`src/rtl/wordle_guess_engine_if.sv`:
```
// Bus between the Wordle guess engine and the board top: target, letter entry and score outputs.
interface wordle_guess_engine_if #(
  parameter int unsigned WORD_LEN  = 5,
  parameter int unsigned CHAR_W    = 5,
  parameter int unsigned MAX_GUESS = 6
);
  localparam int unsigned PosW  = $clog2(WORD_LEN + 1);
  localparam int unsigned GnumW = $clog2(MAX_GUESS + 1);

  logic                         target_load;
  logic [WORD_LEN*CHAR_W-1:0]   target_word;
  logic [CHAR_W-1:0]            char_in;
  logic                         enter;
  logic                         backspace;
  logic [WORD_LEN*CHAR_W-1:0]   guess_word;
  logic [PosW-1:0]              pos;
  logic [GnumW-1:0]             guess_num;
  logic [2*WORD_LEN-1:0]        result;
  logic                         result_valid;
  logic                         bad_char;
  logic                         q_I;
  logic                         q_Entry;
  logic                         q_Eval;
  logic                         q_Wrong;
  logic                         q_Correct;
  logic                         q_Done;

  modport master (
    output target_load, target_word, char_in, enter, backspace,
    input  guess_word, pos, guess_num, result, result_valid, bad_char,
    input  q_I, q_Entry, q_Eval, q_Wrong, q_Correct, q_Done
  );

  modport slave (
    input  target_load, target_word, char_in, enter, backspace,
    output guess_word, pos, guess_num, result, result_valid, bad_char,
    output q_I, q_Entry, q_Eval, q_Wrong, q_Correct, q_Done
  );
endinterface

```
`src/rtl/wordle_guess_engine.sv`:
```
// Wordle core: letter entry into a guess register, multi-cycle green/yellow scoring with
// duplicate-letter consumption, and guess counting up to MAX_GUESS.
module wordle_guess_engine #(
  parameter int unsigned WORD_LEN  = 5,
  parameter int unsigned CHAR_W    = 5,
  parameter int unsigned MAX_GUESS = 6,
  parameter int unsigned ALPHA     = 26
) (
  input logic                  sys_clk,
  input logic                  Reset,
  wordle_guess_engine_if.slave io_bus
);
  localparam int unsigned PosW  = $clog2(WORD_LEN + 1);
  localparam int unsigned GnumW = $clog2(MAX_GUESS + 1);
  localparam int unsigned WordW = WORD_LEN * CHAR_W;
  localparam logic [2*WORD_LEN-1:0] AllGreen = {WORD_LEN{2'b10}};

  typedef enum logic [2:0] {StI, StEntry, StEval, StWrong, StCorrect, StDone} state_e;

  state_e                r_state;
  logic [WordW-1:0]      r_target;
  logic [WordW-1:0]      r_guess;
  logic [PosW-1:0]       r_pos;
  logic [PosW-1:0]       r_idx;
  logic [GnumW-1:0]      r_gnum;
  logic [2*WORD_LEN-1:0] r_result;
  logic [2*WORD_LEN-1:0] r_work;
  logic [WORD_LEN-1:0]   r_cons;
  logic                  r_valid;
  logic                  r_bad;

  logic [2*WORD_LEN-1:0] w_green_res;
  logic [WORD_LEN-1:0]   w_green_cons;
  logic [2*WORD_LEN-1:0] w_step_res;
  logic [WORD_LEN-1:0]   w_step_cons;
  logic                  w_found;
  logic [GnumW-1:0]      w_gnum_inc;
  logic                  w_char_ok;

  assign w_char_ok  = (io_bus.char_in != '0) && (io_bus.char_in <= CHAR_W'(ALPHA));
  assign w_gnum_inc = (r_gnum == GnumW'(MAX_GUESS)) ? r_gnum : r_gnum + GnumW'(1);

  always_comb begin
    w_green_res  = '0;
    w_green_cons = '0;
    for (int i = 0; i < WORD_LEN; i++) begin
      if (r_guess[i*CHAR_W +: CHAR_W] == r_target[i*CHAR_W +: CHAR_W]) begin
        w_green_cons[i]      = 1'b1;
        w_green_res[2*i +: 2] = 2'b10;
      end
    end
  end

  // Yellow step for guess position r_idx-1: claim the lowest unconsumed matching target slot.
  always_comb begin
    w_step_res  = r_work;
    w_step_cons = r_cons;
    w_found     = 1'b0;
    for (int k = 0; k < WORD_LEN; k++) begin
      if (r_idx == PosW'(k + 1) && !r_work[2*k+1]) begin
        for (int j = 0; j < WORD_LEN; j++) begin
          if (!w_found && !r_cons[j] &&
              r_target[j*CHAR_W +: CHAR_W] == r_guess[k*CHAR_W +: CHAR_W]) begin
            w_found              = 1'b1;
            w_step_cons[j]       = 1'b1;
            w_step_res[2*k +: 2] = 2'b01;
          end
        end
      end
    end
  end

  always_ff @(posedge sys_clk or posedge Reset) begin
    if (Reset) begin
      r_state  <= StI;
      r_target <= '0;
      r_guess  <= '0;
      r_pos    <= '0;
      r_idx    <= '0;
      r_gnum   <= '0;
      r_result <= '0;
      r_work   <= '0;
      r_cons   <= '0;
      r_valid  <= 1'b0;
      r_bad    <= 1'b0;
    end else begin
      r_valid <= 1'b0;
      r_bad   <= 1'b0;
      case (r_state)
        StI: begin
          if (io_bus.target_load) begin
            r_target <= io_bus.target_word;
            r_gnum   <= '0;
            r_pos    <= '0;
            r_guess  <= '0;
            r_result <= '0;
            r_state  <= StEntry;
          end
        end
        StEntry: begin
          if (io_bus.enter) begin
            if (r_pos < PosW'(WORD_LEN)) begin
              if (w_char_ok) begin
                for (int i = 0; i < WORD_LEN; i++) begin
                  if (r_pos == PosW'(i)) r_guess[i*CHAR_W +: CHAR_W] <= io_bus.char_in;
                end
                r_pos <= r_pos + PosW'(1);
              end else begin
                r_bad <= 1'b1;
              end
            end else begin
              r_idx   <= '0;
              r_state <= StEval;
            end
          end else if (io_bus.backspace && r_pos != '0) begin
            for (int i = 0; i < WORD_LEN; i++) begin
              if (r_pos == PosW'(i + 1)) r_guess[i*CHAR_W +: CHAR_W] <= '0;
            end
            r_pos <= r_pos - PosW'(1);
          end
        end
        StEval: begin
          if (r_idx == '0) begin
            r_work <= w_green_res;
            r_cons <= w_green_cons;
            r_idx  <= PosW'(1);
          end else begin
            r_work <= w_step_res;
            r_cons <= w_step_cons;
            if (r_idx == PosW'(WORD_LEN)) begin
              r_result <= w_step_res;
              r_valid  <= 1'b1;
              r_gnum   <= w_gnum_inc;
              if (w_step_res == AllGreen)              r_state <= StCorrect;
              else if (w_gnum_inc == GnumW'(MAX_GUESS)) r_state <= StDone;
              else                                      r_state <= StWrong;
            end else begin
              r_idx <= r_idx + PosW'(1);
            end
          end
        end
        StWrong: begin
          if (io_bus.enter) begin
            r_pos   <= '0;
            r_guess <= '0;
            r_state <= StEntry;
          end
        end
        StCorrect, StDone: begin
          if (io_bus.enter) r_state <= StI;
        end
        default: r_state <= StI;
      endcase
    end
  end

  assign io_bus.guess_word   = r_guess;
  assign io_bus.pos          = r_pos;
  assign io_bus.guess_num    = r_gnum;
  assign io_bus.result       = r_result;
  assign io_bus.result_valid = r_valid;
  assign io_bus.bad_char     = r_bad;
  assign io_bus.q_I          = (r_state == StI);
  assign io_bus.q_Entry      = (r_state == StEntry);
  assign io_bus.q_Eval       = (r_state == StEval);
  assign io_bus.q_Wrong      = (r_state == StWrong);
  assign io_bus.q_Correct    = (r_state == StCorrect);
  assign io_bus.q_Done       = (r_state == StDone);
endmodule

```
`src/flat_wrapper.sv`:
```
// flat-port wrapper written by rule: the top's interface ports become plain ports
module wordle_guess_engine_flat 
#(
  parameter int unsigned WORD_LEN  = 5,
  parameter int unsigned CHAR_W    = 5,
  parameter int unsigned MAX_GUESS = 6,
  parameter int unsigned ALPHA     = 26
)
  (sys_clk, Reset, io_bus_target_load, io_bus_target_word, io_bus_char_in, io_bus_enter, io_bus_backspace, io_bus_guess_word, io_bus_pos, io_bus_guess_num, io_bus_result, io_bus_result_valid, io_bus_bad_char, io_bus_q_I, io_bus_q_Entry, io_bus_q_Eval, io_bus_q_Wrong, io_bus_q_Correct, io_bus_q_Done);
  wordle_guess_engine_if #(.WORD_LEN(WORD_LEN), .CHAR_W(CHAR_W), .MAX_GUESS(MAX_GUESS)) io_bus_i ();
  input logic sys_clk;
  input logic Reset;
  input wire logic [$bits(io_bus_i.target_load)-1:0] io_bus_target_load;
  input wire logic [$bits(io_bus_i.target_word)-1:0] io_bus_target_word;
  input wire logic [$bits(io_bus_i.char_in)-1:0] io_bus_char_in;
  input wire logic [$bits(io_bus_i.enter)-1:0] io_bus_enter;
  input wire logic [$bits(io_bus_i.backspace)-1:0] io_bus_backspace;
  output wire logic [$bits(io_bus_i.guess_word)-1:0] io_bus_guess_word;
  output wire logic [$bits(io_bus_i.pos)-1:0] io_bus_pos;
  output wire logic [$bits(io_bus_i.guess_num)-1:0] io_bus_guess_num;
  output wire logic [$bits(io_bus_i.result)-1:0] io_bus_result;
  output wire logic [$bits(io_bus_i.result_valid)-1:0] io_bus_result_valid;
  output wire logic [$bits(io_bus_i.bad_char)-1:0] io_bus_bad_char;
  output wire logic [$bits(io_bus_i.q_I)-1:0] io_bus_q_I;
  output wire logic [$bits(io_bus_i.q_Entry)-1:0] io_bus_q_Entry;
  output wire logic [$bits(io_bus_i.q_Eval)-1:0] io_bus_q_Eval;
  output wire logic [$bits(io_bus_i.q_Wrong)-1:0] io_bus_q_Wrong;
  output wire logic [$bits(io_bus_i.q_Correct)-1:0] io_bus_q_Correct;
  output wire logic [$bits(io_bus_i.q_Done)-1:0] io_bus_q_Done;
  assign io_bus_i.target_load = io_bus_target_load;
  assign io_bus_i.target_word = io_bus_target_word;
  assign io_bus_i.char_in = io_bus_char_in;
  assign io_bus_i.enter = io_bus_enter;
  assign io_bus_i.backspace = io_bus_backspace;
  assign io_bus_guess_word = io_bus_i.guess_word;
  assign io_bus_pos = io_bus_i.pos;
  assign io_bus_guess_num = io_bus_i.guess_num;
  assign io_bus_result = io_bus_i.result;
  assign io_bus_result_valid = io_bus_i.result_valid;
  assign io_bus_bad_char = io_bus_i.bad_char;
  assign io_bus_q_I = io_bus_i.q_I;
  assign io_bus_q_Entry = io_bus_i.q_Entry;
  assign io_bus_q_Eval = io_bus_i.q_Eval;
  assign io_bus_q_Wrong = io_bus_i.q_Wrong;
  assign io_bus_q_Correct = io_bus_i.q_Correct;
  assign io_bus_q_Done = io_bus_i.q_Done;
  wordle_guess_engine #(.WORD_LEN(WORD_LEN), .CHAR_W(CHAR_W), .MAX_GUESS(MAX_GUESS), .ALPHA(ALPHA)) u_core (.sys_clk(sys_clk), .Reset(Reset), .io_bus(io_bus_i));
endmodule
```
`config.mk`:
```
export PLATFORM = sky130hd
export DESIGN_NAME = wordle_guess_engine_flat
export DESIGN_NICKNAME = d
export VERILOG_FILES = /design/src/rtl/wordle_guess_engine_if.sv /design/src/rtl/wordle_guess_engine.sv /design/src/flat_wrapper.sv
export SDC_FILE = /design/constraint.sdc
export NUM_CORES = 1
export LEC_CHECK = 0
export BUFFER_PORTS_ARGS = -buffer_cell sky130_fd_sc_hd__buf_2
export CORE_MARGIN = 2
export CORE_UTILIZATION = 53
export DETAILED_ROUTE_END_ITERATION = 12
export PLACE_DENSITY_LB_ADDON = 0.15
export SLEW_MARGIN = 15
export SYNTH_ARGS = -nofsm -noshare
export SYNTH_HDL_FRONTEND = slang
export SYNTH_SLANG_ARGS = --single-unit
```
`constraint.sdc`:
```
create_clock -name sys_clk -period 2.6 [get_ports sys_clk]
set_input_delay 0.39 -clock sys_clk [delete_from_list [all_inputs] [get_ports sys_clk]]
set_output_delay 0.39 -clock sys_clk [all_outputs]
set_load 0.05 [all_outputs]
```
== Word-level counts from Yosys, hierarchy flattened ==
Index checks and enable logic that the tools add are counted.

* Register bits after elaboration: 89
* Input port bits: 35
* Output and inout bits: 49

* Add/sub/neg operators: 4
* Order comparisons: 2
* Equality and inequality tests: 69
* Muxes and demuxes: 173
* Reductions and logical operators: 109

{| class="wikitable"
|+ Operators by type and width
! cell !! number
|-
| $eq 5x5->1 || 30
|-
| $mux 25 || 6
|-
| $mux 1 || 85
|-
| $mux 5 || 16
|-
| $pmux 25 s3 || 1
|-
| $mux 2 || 35
|-
| $mux 3 || 21
|-
| $logic_and 1x1->1 || 56
|-
| $mux 10 || 4
|-
| $reduce_and 8->1 || 5
|-
| $ne 3x2->1 const B || 13
|-
| $logic_not 1->1 || 34
|-
| $eq 3x3->1 const B || 8
|-
| $pmux 10 s2 || 1
|-
| $eq 3x2->1 const B || 6
|-
| $pmux 3 s5 || 1
|-
| $ne 2x2->1 const B || 6
|-
| $pmux 3 s2 || 2
|-
| $eq 10x10->1 const B || 1
|-
| $add 3x1->3 const B || 3
|-
| $eq 3x1->1 const B || 3
|-
| $logic_not 3->1 || 3
|-
| $pmux 3 s3 || 1
|-
| $reduce_and 4->1 || 2
|-
| 12 further kinds || 14
|}

== Logic depth before layout (Yosys ltp) ==
Gate-level depths: netlist (run 1).

* Depth in word-level cells: 129
* Depth in mapped cells: 10
* Gate-level depth less buffers: 9

== Worst setup path after synthesis (run 1) ==
OpenSTA, ideal clock, no wires.

* Path kind: register -> register
* From: register u_core.r_pos[0] (netlist: u_core.io_bus.pos[0])
* To: register u_core.r_guess[0] (netlist: u_core.io_bus.guess_word[0])
* Library setup time: 0.125 ns
* Data arrival time: 2.424 ns
* Data required time: 2.475 ns
* Slack: 0.051 ns
* Cell stages (with the launch flop): 10
* Path buffers: 1
* Path through: dfrtp_1 > inv_1 > ha_1 > a211oi_1 > o21ai_0 > o21ai_0 > nand3_2 > or2_2 > clkbuf_1 > mux2_2

* Longest elaborated chain between the ends: 4
* Elaborated cells on any way between the ends: 10
* Those cells by class: order compare (1); eq/ne (5); reduce/logical (4)

{| class="wikitable"
|+ RTL lines
! item !! line !! RTL
|-
| start, declared || wordle_guess_engine.sv:23 || <nowiki>logic [PosW-1:0] r_pos;</nowiki>
|-
| start signal, assigned || wordle_guess_engine.sv:107 || <nowiki>r_pos <= r_pos + PosW'(1);</nowiki>
|-
| start signal, assigned || wordle_guess_engine.sv:119 || <nowiki>r_pos <= r_pos - PosW'(1);</nowiki>
|-
| branches (longest 3 deep; another with $lt 3x3->1) || -- ||
|-
| $reduce_and 8->1 (no source line) (*) || -- ||
|-
| end signal, assigned by index || wordle_guess_engine.sv:105 || <nowiki>if (r_pos == PosW'(i)) r_guess[i*CHAR_W +: CHAR_W] <= io_bus.char_in;</nowiki>
|-
| end, declared || wordle_guess_engine.sv:22 || <nowiki>logic [WordW-1:0] r_guess;</nowiki>
|}

Every way passes the cells marked *.
A chain may end at the register's enable or synchronous reset.

== Worst setup path in the final report (run 1) ==
* From: register u_core.r_guess[0] (netlist: u_core.io_bus.guess_word[0])
* To: register u_core.r_cons[2]

* Longest elaborated chain between the ends: 115
* Elaborated cells on any way between the ends: 127
* Those cells by class: eq/ne (5); mux (55); reduce/logical (67)

{| class="wikitable"
|+ RTL lines
! item !! line !! RTL
|-
| $eq 5x5->1 || wordle_guess_engine.sv:63 || <nowiki>r_target[j*CHAR_W +: CHAR_W] == r_guess[k*CHAR_W +: CHAR_W]) begin</nowiki>
|-
| $logic_and 1x1->1 || wordle_guess_engine.sv:62 || <nowiki>if (!w_found && !r_cons[j] &&</nowiki>
|-
| $mux 1 || wordle_guess_engine.sv:62 ||
|-
| $mux 1 || wordle_guess_engine.sv:60 || <nowiki>if (r_idx == PosW'(k + 1) && !r_work[2*k+1]) begin</nowiki>
|-
| $logic_not 1->1 || wordle_guess_engine.sv:62 ||
|-
| $logic_and 1x1->1 (2 in series) || wordle_guess_engine.sv:62 ||
|-
| $mux 1 || wordle_guess_engine.sv:62 ||
|-
| $mux 1 || wordle_guess_engine.sv:60 ||
|-
| [... 96 more ...] || -- ||
|-
| $logic_and 1x1->1 (2 in series) || wordle_guess_engine.sv:62 ||
|-
| $mux 1 || wordle_guess_engine.sv:62 ||
|-
| $mux 1 || wordle_guess_engine.sv:60 ||
|-
| $logic_not 1->1 || wordle_guess_engine.sv:62 ||
|-
| $logic_and 1x1->1 (2 in series) || wordle_guess_engine.sv:62 ||
|-
| $mux 1 || wordle_guess_engine.sv:62 ||
|-
| $mux 5 (*) || wordle_guess_engine.sv:60 ||
|-
| $mux 5 (*) || wordle_guess_engine.sv:123 || <nowiki>if (r_idx == '0) begin</nowiki>
|-
| end signal, assigned || wordle_guess_engine.sv:125 || <nowiki>r_cons <= w_green_cons;</nowiki>
|-
| end signal, assigned || wordle_guess_engine.sv:129 || <nowiki>r_cons <= w_step_cons;</nowiki>
|-
| end, declared || wordle_guess_engine.sv:28 || <nowiki>logic [WORD_LEN-1:0] r_cons;</nowiki>
|}

Every way passes the cells marked *; elsewhere a longest branch is shown, timed or not. The select of a mux whose other input is x is not followed.

==> summary.txt, run 1 <==
Final layout
  • Most frequent cells in the layout: nand2_1, dfrtp_1, buf_2
  • Share of cells above drive strength 1: 21.4%
  • Nets: 800
  • Final Instance Area: 6870 sq um
  • Area Overhead vs Synth: 11.0%
  • Diodes inserted: 0
  • Final Non-Filler Cells: 900
  • Commonest non-fill, non-tap cell in the layout: nand2_1

Place
  • Hpwl dp: 12500 microns
  • DP Area: 6520 sq um
  • IO Port Bufs: 83
  • Placed cells: 877
  • DP Worst Slack: 174 ps
  • Routability Congestion: 0.960

Die
  • Die W: 112 microns
  • FP Rows: 39
  • Core area: 11400 sq um
  • Die Y: 112 microns
  • Initial Utilization: 54.2%
  • # IOs: 84
  • Die area: 12600 sq um

Route
  • WL per Instance: 18.3 microns
  • Final wirelength: 16400 microns
  • Post-route ant nets: 0
  • Via total after detailed routing: 5179
  • Drt drc: 0
  • Iter 0 DRT Violations: 312
  • First-pass DRT Iterations: 5
  • DR vias/cell: 5.75

Global route
  • Total track usage: 27.0%
  • Antenna violations before repair: 0
  • Layer with the highest usage: met2
  • Vias in the first global route: 5025
  • First-pass GRT wire length: 26800 microns
  • Met2 usage: 43.0%
  • Grt ovf: 0
  • Met3 Use GR: 5.24%
  • Pin count of the biggest net entering global routing: 45
  • Grt met1 use: 37.5%

Pwr
  • Max VDD drop: 819 uV
  • Leakage: 3.29 nW
  • Pwr per Cell Area: 1260 nW/um^2

Critical path
  • CP Data Required Time: 2840 ps
  • R2R Setup Slk: 140 ps
  • Arrival time worst endpoint: 2700 ps
  • Crit end category: register
  • Cells on worst reg2reg path: 8
  • Worst Setup EP: u_core.r_cons[2]
  • Reg2Reg Launch Point: u_core.io_bus.guess_word[0]
  • Crit path launch type: register
  • CP Max Fanout: 7
  • Crit path kind: reg2reg
  • Critical Path Start: u_core.io_bus.guess_word[0]
  • Reg2reg end: u_core.r_cons[2]

Timing
  • Worst slew margin: 55.7%
  • Slew @ Worst Pin: 658 ps
  • Crit share post-route: 94.7%
  • Worst Skew: 11.3 ps
  • Maximum operating frequency: 406 MHz
  • Final slew viol count: 0
  • Final setup violation count: 0
  • Final min period: 2460 ps
  • Post-route setup slack: 137 ps
  • Fin. Hold Viols: 0
  • Worst Hold Margin: 213 ps

Synth
  • Post-Syn Instances: 706
  • Largest family of logic cells by synthesized area: simple AND/OR/NAND/NOR gates
  • Syn Area/Cell: 8.77 sq um
  • Asr flop ratio synth: 100%
  • EDFF count, synth: 0
  • Yosys reg bits: 89
  • Fraction of synthesized area in multiplexers: 5.07%
  • Post-Syn Nets: 754
  • Post-synthesis compound-gate area fraction: 8.95%
  • Adder-Cell Fraction of Synth Area: 2.63%
  • Post-Syn Area: 6190 sq um
  • Simple-gate area share of the yosys netlist: 22.1%
  • Main flop type after synthesis: dfrtp_1
  • Synth Area in XOR/XNOR: 17.8%
  • Seq/Total Area, Yosys: 36.0%
  • Number of synthesis warnings: 0
  • Library cells used by synthesis: 55

CTS
  • Clock Path Buffers: 2
  • Root Buffer: clkbuf_16
  • H-tree depth: 3
  • Worst-path clk slew: 70 ps
  • CTS tree: done
  • TritonCTS Buffers: 9
  • # clock sinks: 89
  • Clk Latency, worst-skew pair: 360 ps

Hold path
  • Min-delay src: io_bus_target_word[8]
  • Hold Path Class: in2reg

Flow run
  • Max_cap viols: 0

Outcome
  • Status: complete, no violations
[registers in the layout (all words and copies together) (netlist names)]
| signal | cells |
|---|---|
| u_core.io_bus.guess_word | 25 |
| u_core.r_target | 25 |
| u_core.io_bus.result | 10 |
| u_core.r_work | 10 |
| u_core.r_cons | 5 |
| u_core.io_bus.guess_num | 3 |
| u_core.io_bus.pos | 3 |
| u_core.r_idx | 3 |
| u_core.r_state | 3 |
| u_core.io_bus.bad_char | 1 |
| u_core.io_bus.result_valid | 1 |
[layout make-up]
cell class              count  area (sq um)
fillers                  1027          4550
multi-input cells         533          3510
flip-flops and latches     89          2230
repair buffers            103           593
clock buffers               9           225
well taps                 143           179
clock inverters             7          72.6
inverters                  16          63.8
[how the worst min path moves through the flow]
stage | end | slack [ps] | depth (start not counted)
2_1_floorplan | u_core.r_work[2] | 460 | 1
3_3_place_gp | u_core.r_target[11] | 350 | 2
3_5_place_dp | u_core.r_target[13] | 360 | 2
4_1_cts | u_core.r_target[8] | 210 | 3
5_1_grt | u_core.r_target[20] | 220 | 3
6_report | u_core.r_target[8] | 210 | 3
[routing by layer]
metal  up-vias  part of all wire, %  wire [microns]
li1       2458                    -               -
met1      2521                   45            7360
met2       171                   47            7770
met3        29                  5.4             889
met4         0                  2.6             425
met5         -                    0               0
[critical path, stage by stage, from the launching register on]
cell and delay, ps:
dfrtp_1 590, xnor2_1 160, nand4_1 100, or3_1 450, o211ai_1 160, o21ai_1 240
a21o_1 230, a211oi_1 290, o22ai_1 120
[report_power, final]
part | switching [mW] | total (mW) | internal (mW)
clock network | 0.627 | 1.30 | 0.676
logic | 2.44 | 4.38 | 1.93
registers | 1.17 | 2.96 | 1.79
total | 4.24 | 8.64 | 4.40
[logic make-up after synthesis]
logic type                 Yosys count
adders and majority gates           13
muxes                               28
buffers and inverters               84
and+or+nand+nor                    278
DFF                                 89
AOI/OAI and AO/OA                   88
xor gates and xnor gates           126
[cells in the mapped netlist, types with 9 or more instances]
cell / n / share of area (%)
clkbuf_1: 21 / 1.3
mux2_2: 26 / 4.7
nor2_1: 27 / 1.6
o21ai_0: 24 / 1.9
buf_4: 12 / 1.5
nand2_1: 124 / 7.5
xnor2_1: 78 / 11
inv_1: 15 / 0.91
buf_6: 9 / 1.6
nor3_1: 22 / 1.8
a21oi_1: 20 / 1.6
xor2_1: 48 / 6.8
nand3_1: 26 / 2.1
ha_1: 13 / 2.6
buf_2: 25 / 2.0
dfrtp_1: 89 / 36
nand4_1: 19 / 1.9
[repair_timing]
item / CTS / global route
setup buffers: 0 / 6
hold buffers: 1 / 0
gates resized for setup: 0 / 3
hold endpoints to repair: 8 / 0
setup endpoints to repair: 0 / 14
[through the flow]
stage / utilization (%) / setup TNS, ps / total power, mW
2_1_floorplan: - / 0 / 6.44
3_3_place_gp: 57.1 / 0 / 7.11
3_5_place_dp: 57.1 / 0 / 7.22
4_1_cts: 59.8 / 0 / 8.55
5_1_grt: 60.2 / -1.05 / 9.20
6_report: 60.2 / 0 / 8.64
Power figures use the tool's default switching activity.
==> run 2, diff against run 1 <==
--- a/config.mk
+++ b/config.mk
@@ -5,6 +5,7 @@
 export SDC_FILE = /design/constraint.sdc
 export NUM_CORES = 1
 export LEC_CHECK = 0
+export ABC_AREA = 1
 export BUFFER_PORTS_ARGS = -buffer_cell sky130_fd_sc_hd__buf_2
 export CORE_MARGIN = 2
 export CORE_UTILIZATION = 53
==> run 2 against run 1 <==
Net effect:
- the flow now finishes with violations (setup timing)
- maximum frequency down 15%
- clock skew about the same
- utilization up 16 points
- non-clock buffer count up 153
- combinational power up 120%
- design area up 25%
- critical path depth up 17
- clock power up 12%
- first-iteration DRC count rose to 3.2 times the previous value
- cell count up 38%
- synthesized area down 1.6%
- critical endpoint is now u_core.io_bus.result[8]
- highest routed layer unchanged
==> summary.txt, run 2 <==
Timing
  • RSZ-0062 raised after global routing: yes
  • Post-route setup slack: -305 ps
  • Total negative slack: -3120 ps
  • Final min period: 2910 ps
  • Worst Hold Margin: 73.9 ps
  • Worst slew margin: 39.1%
  • Final setup violation count: 14
  • Final slew viol count: 0
  • Fin. Hold Viols: 0
  • Worst Skew: 11.1 ps
  • Crit share post-route: 112%
  • Slew @ Worst Pin: 910 ps
  • Maximum operating frequency: 344 MHz

Die
  • # IOs: 84
  • Die W: 111 microns
  • Core area: 11300 sq um
  • Die area: 12400 sq um
  • FP Rows: 39
  • Die Y: 111 microns
  • Initial Utilization: 53.8%

Place
  • DP Area: 7700 sq um
  • Routability Congestion: 1.02
  • Placed cells: 1196
  • IO Port Bufs: 83
  • Hpwl dp: 19200 microns
  • DP Worst Slack: -334 ps

Critical path
  • CP Max Fanout: 7
  • Crit path launch type: register
  • CP most frequent cell: nor2_4
  • Delay-heaviest family, CP: simple AND/OR/NAND/NOR gates
  • Crit end category: register
  • Critical Path Slowest Stage Cell: dfrtp_2
  • Crit path kind: reg2reg
  • Buf/Inv on CP: 1
  • Arrival time worst endpoint: 3190 ps
  • CP Data Required Time: 2880 ps
  • Max incr delay on CP: 520 ps

Synth
  • Synth area leaders: dfrtp_1, nand2_1, o21ai_0
  • Main flop type after synthesis: dfrtp_1
  • Library cells used by synthesis: 48
  • Yosys reg bits: 89
  • Yosys top cell area share: 36.6%
  • Seq/Total Area, Yosys: 36.6%
  • Syn Area/Cell: 7.08 sq um
  • Post-Syn Nets: 908
  • Synth top cells by count: nand2_1, inv_1, nor2_1
  • Asr flop ratio synth: 100%
  • Number of synthesis warnings: 0
  • EDFF count, synth: 0
  • Post-Syn Instances: 860
  • Post-synth top area cell: dfrtp_1
  • Most common cell in the netlist: nand2_1
  • Post-Syn Area: 6090 sq um

CTS
  • H-tree depth: 3
  • CTS tree: done
  • Root Buffer: clkbuf_16
  • Worst-path clk slew: 70 ps
  • Clock Path Buffers: 2
  • Clk Latency, worst-skew pair: 350 ps
  • CTS Hold Buffers Added: 0
  • # clock sinks: 89
  • TritonCTS Buffers: 9

Outcome
  • Status: finished with violations
  • Failing checks: setup timing

Route
  • First-pass DRT Iterations: 5
  • WL per Instance: 20.4 microns
  • Post-route ant nets: 0
  • Iter 0 DRT Violations: 1013
  • Final wirelength: 25400 microns
  • Drt drc: 0
  • Via total after detailed routing: 7578
  • DR vias/cell: 6.09

Pwr
  • Pwr per Cell Area: 1600 nW/um^2
  • Total power: 13.8 mW
  • Leakage: 4.27 nW
  • Max VDD drop: 1130 uV

Global route
  • Total track usage: 40.2%
  • Met3 Use GR: 11.0%
  • Grt met1 use: 54.6%
  • Met2 usage: 62.2%
  • First-pass GRT wire length: 38500 microns
  • Grt ovf: 0
  • Layer with the highest usage: met2
  • Pin count of the biggest net entering global routing: 50
  • Vias in the first global route: 7133
  • Antenna violations before repair: 1

Final layout
  • Commonest non-fill, non-tap cell in the layout: nand2_1
  • Most frequent cells in the layout: nand2_1, buf_4, inv_1
  • Final Instance Area: 8620 sq um
  • Post-layout util: 76.1%
  • Area Overhead vs Synth: 41.5%
  • Diodes inserted: 0
  • Filler Cell Count: 877
  • Share of cells above drive strength 1: 35.8%
  • Nets: 1145
  • Final Non-Filler Cells: 1245

Hold path
  • Hold Path Class: in2async

Flow run
  • Max_cap viols: 0
==> run 2: cell count changes in the layout (fill, tap and decap cells not counted), moves of 19 or more <==
cell / previous run / this run
buf_4: 17 / 163
inv_1: 14 / 98
xnor2_1: 78 / 8
o21ai_0: 23 / 80
nand2_1: 124 / 178
nor2_1: 27 / 80
xor2_1: 48 / 9
o22ai_1: 6 / 35
mux2_2: 26 / 1
a221oi_1: 0 / 19
==> run 2: metal layers <==
layer / vias up / wire (microns)
met4: 0 / 907
met2: 525 / 11400
li1: 3381 / -
met1: 3588 / 9950
met3: 84 / 3150
met5: - / 0
==> run 2: area by class of cell <==
type	count	area, sq um	area share (%)
clock buffers	12	246	2.86
clock inverters	4	76.3	0.886
inverters	124	479	5.56
multi-input cells	617	3610	41.9
flip-flops and latches	89	2250	26.1
well taps	143	179	2.08
repair buffers	256	1780	20.7
==> run 2: cell families (layout without fill, tap and decap cells) <==
group,Yosys count,in the layout,share of synthesized area (%)
XOR/XNOR,17,17,2.44
AO/OA/AOI/OAI,215,215,21.4
multiplexers,1,1,0.185
AND/OR/NAND/NOR,371,371,26.9
adder cells (fa/ha/maj),13,13,2.67
flip-flops,89,89,36.6
buffers and inverters,154,396,9.78
==> run 2: worst paths after layout <==
kind | endpoint | depth (start not counted) | slack [ps] | start
worst max-delay path | u_core.io_bus.result[8] | 25 | -310 | u_core.io_bus.guess_word[1]
worst min-delay path | u_core.r_target[4] | 2 | 70 | Reset
worst max register to register | u_core.io_bus.result[8] | 25 | -310 | u_core.io_bus.guess_word[1]
worst min register to register | u_core.io_bus.result[3] | 2 | 480 | u_core.io_bus.result[3]
max in group asynchronous | u_core.io_bus.pos[1] | 3 | 1890 | Reset
min in group sys_clk | u_core.r_target[16] | 3 | 240 | io_bus_target_word[16]
==> run 2: where the power goes <==
part           switching, mW  internal (mW)  leakage (nW)
combinational           5.77           3.85          2.97
sequential             0.815           1.91          1.15
clock                  0.581          0.872         0.153
total                   7.16           6.63          4.27
==> run 2: timing repair <==
item / CTS / global route
resized for setup: 37 / 70
setup buffers: 19 / 14
endpoints found under the setup margin: 14 / 34
pin swaps: 6 / 17
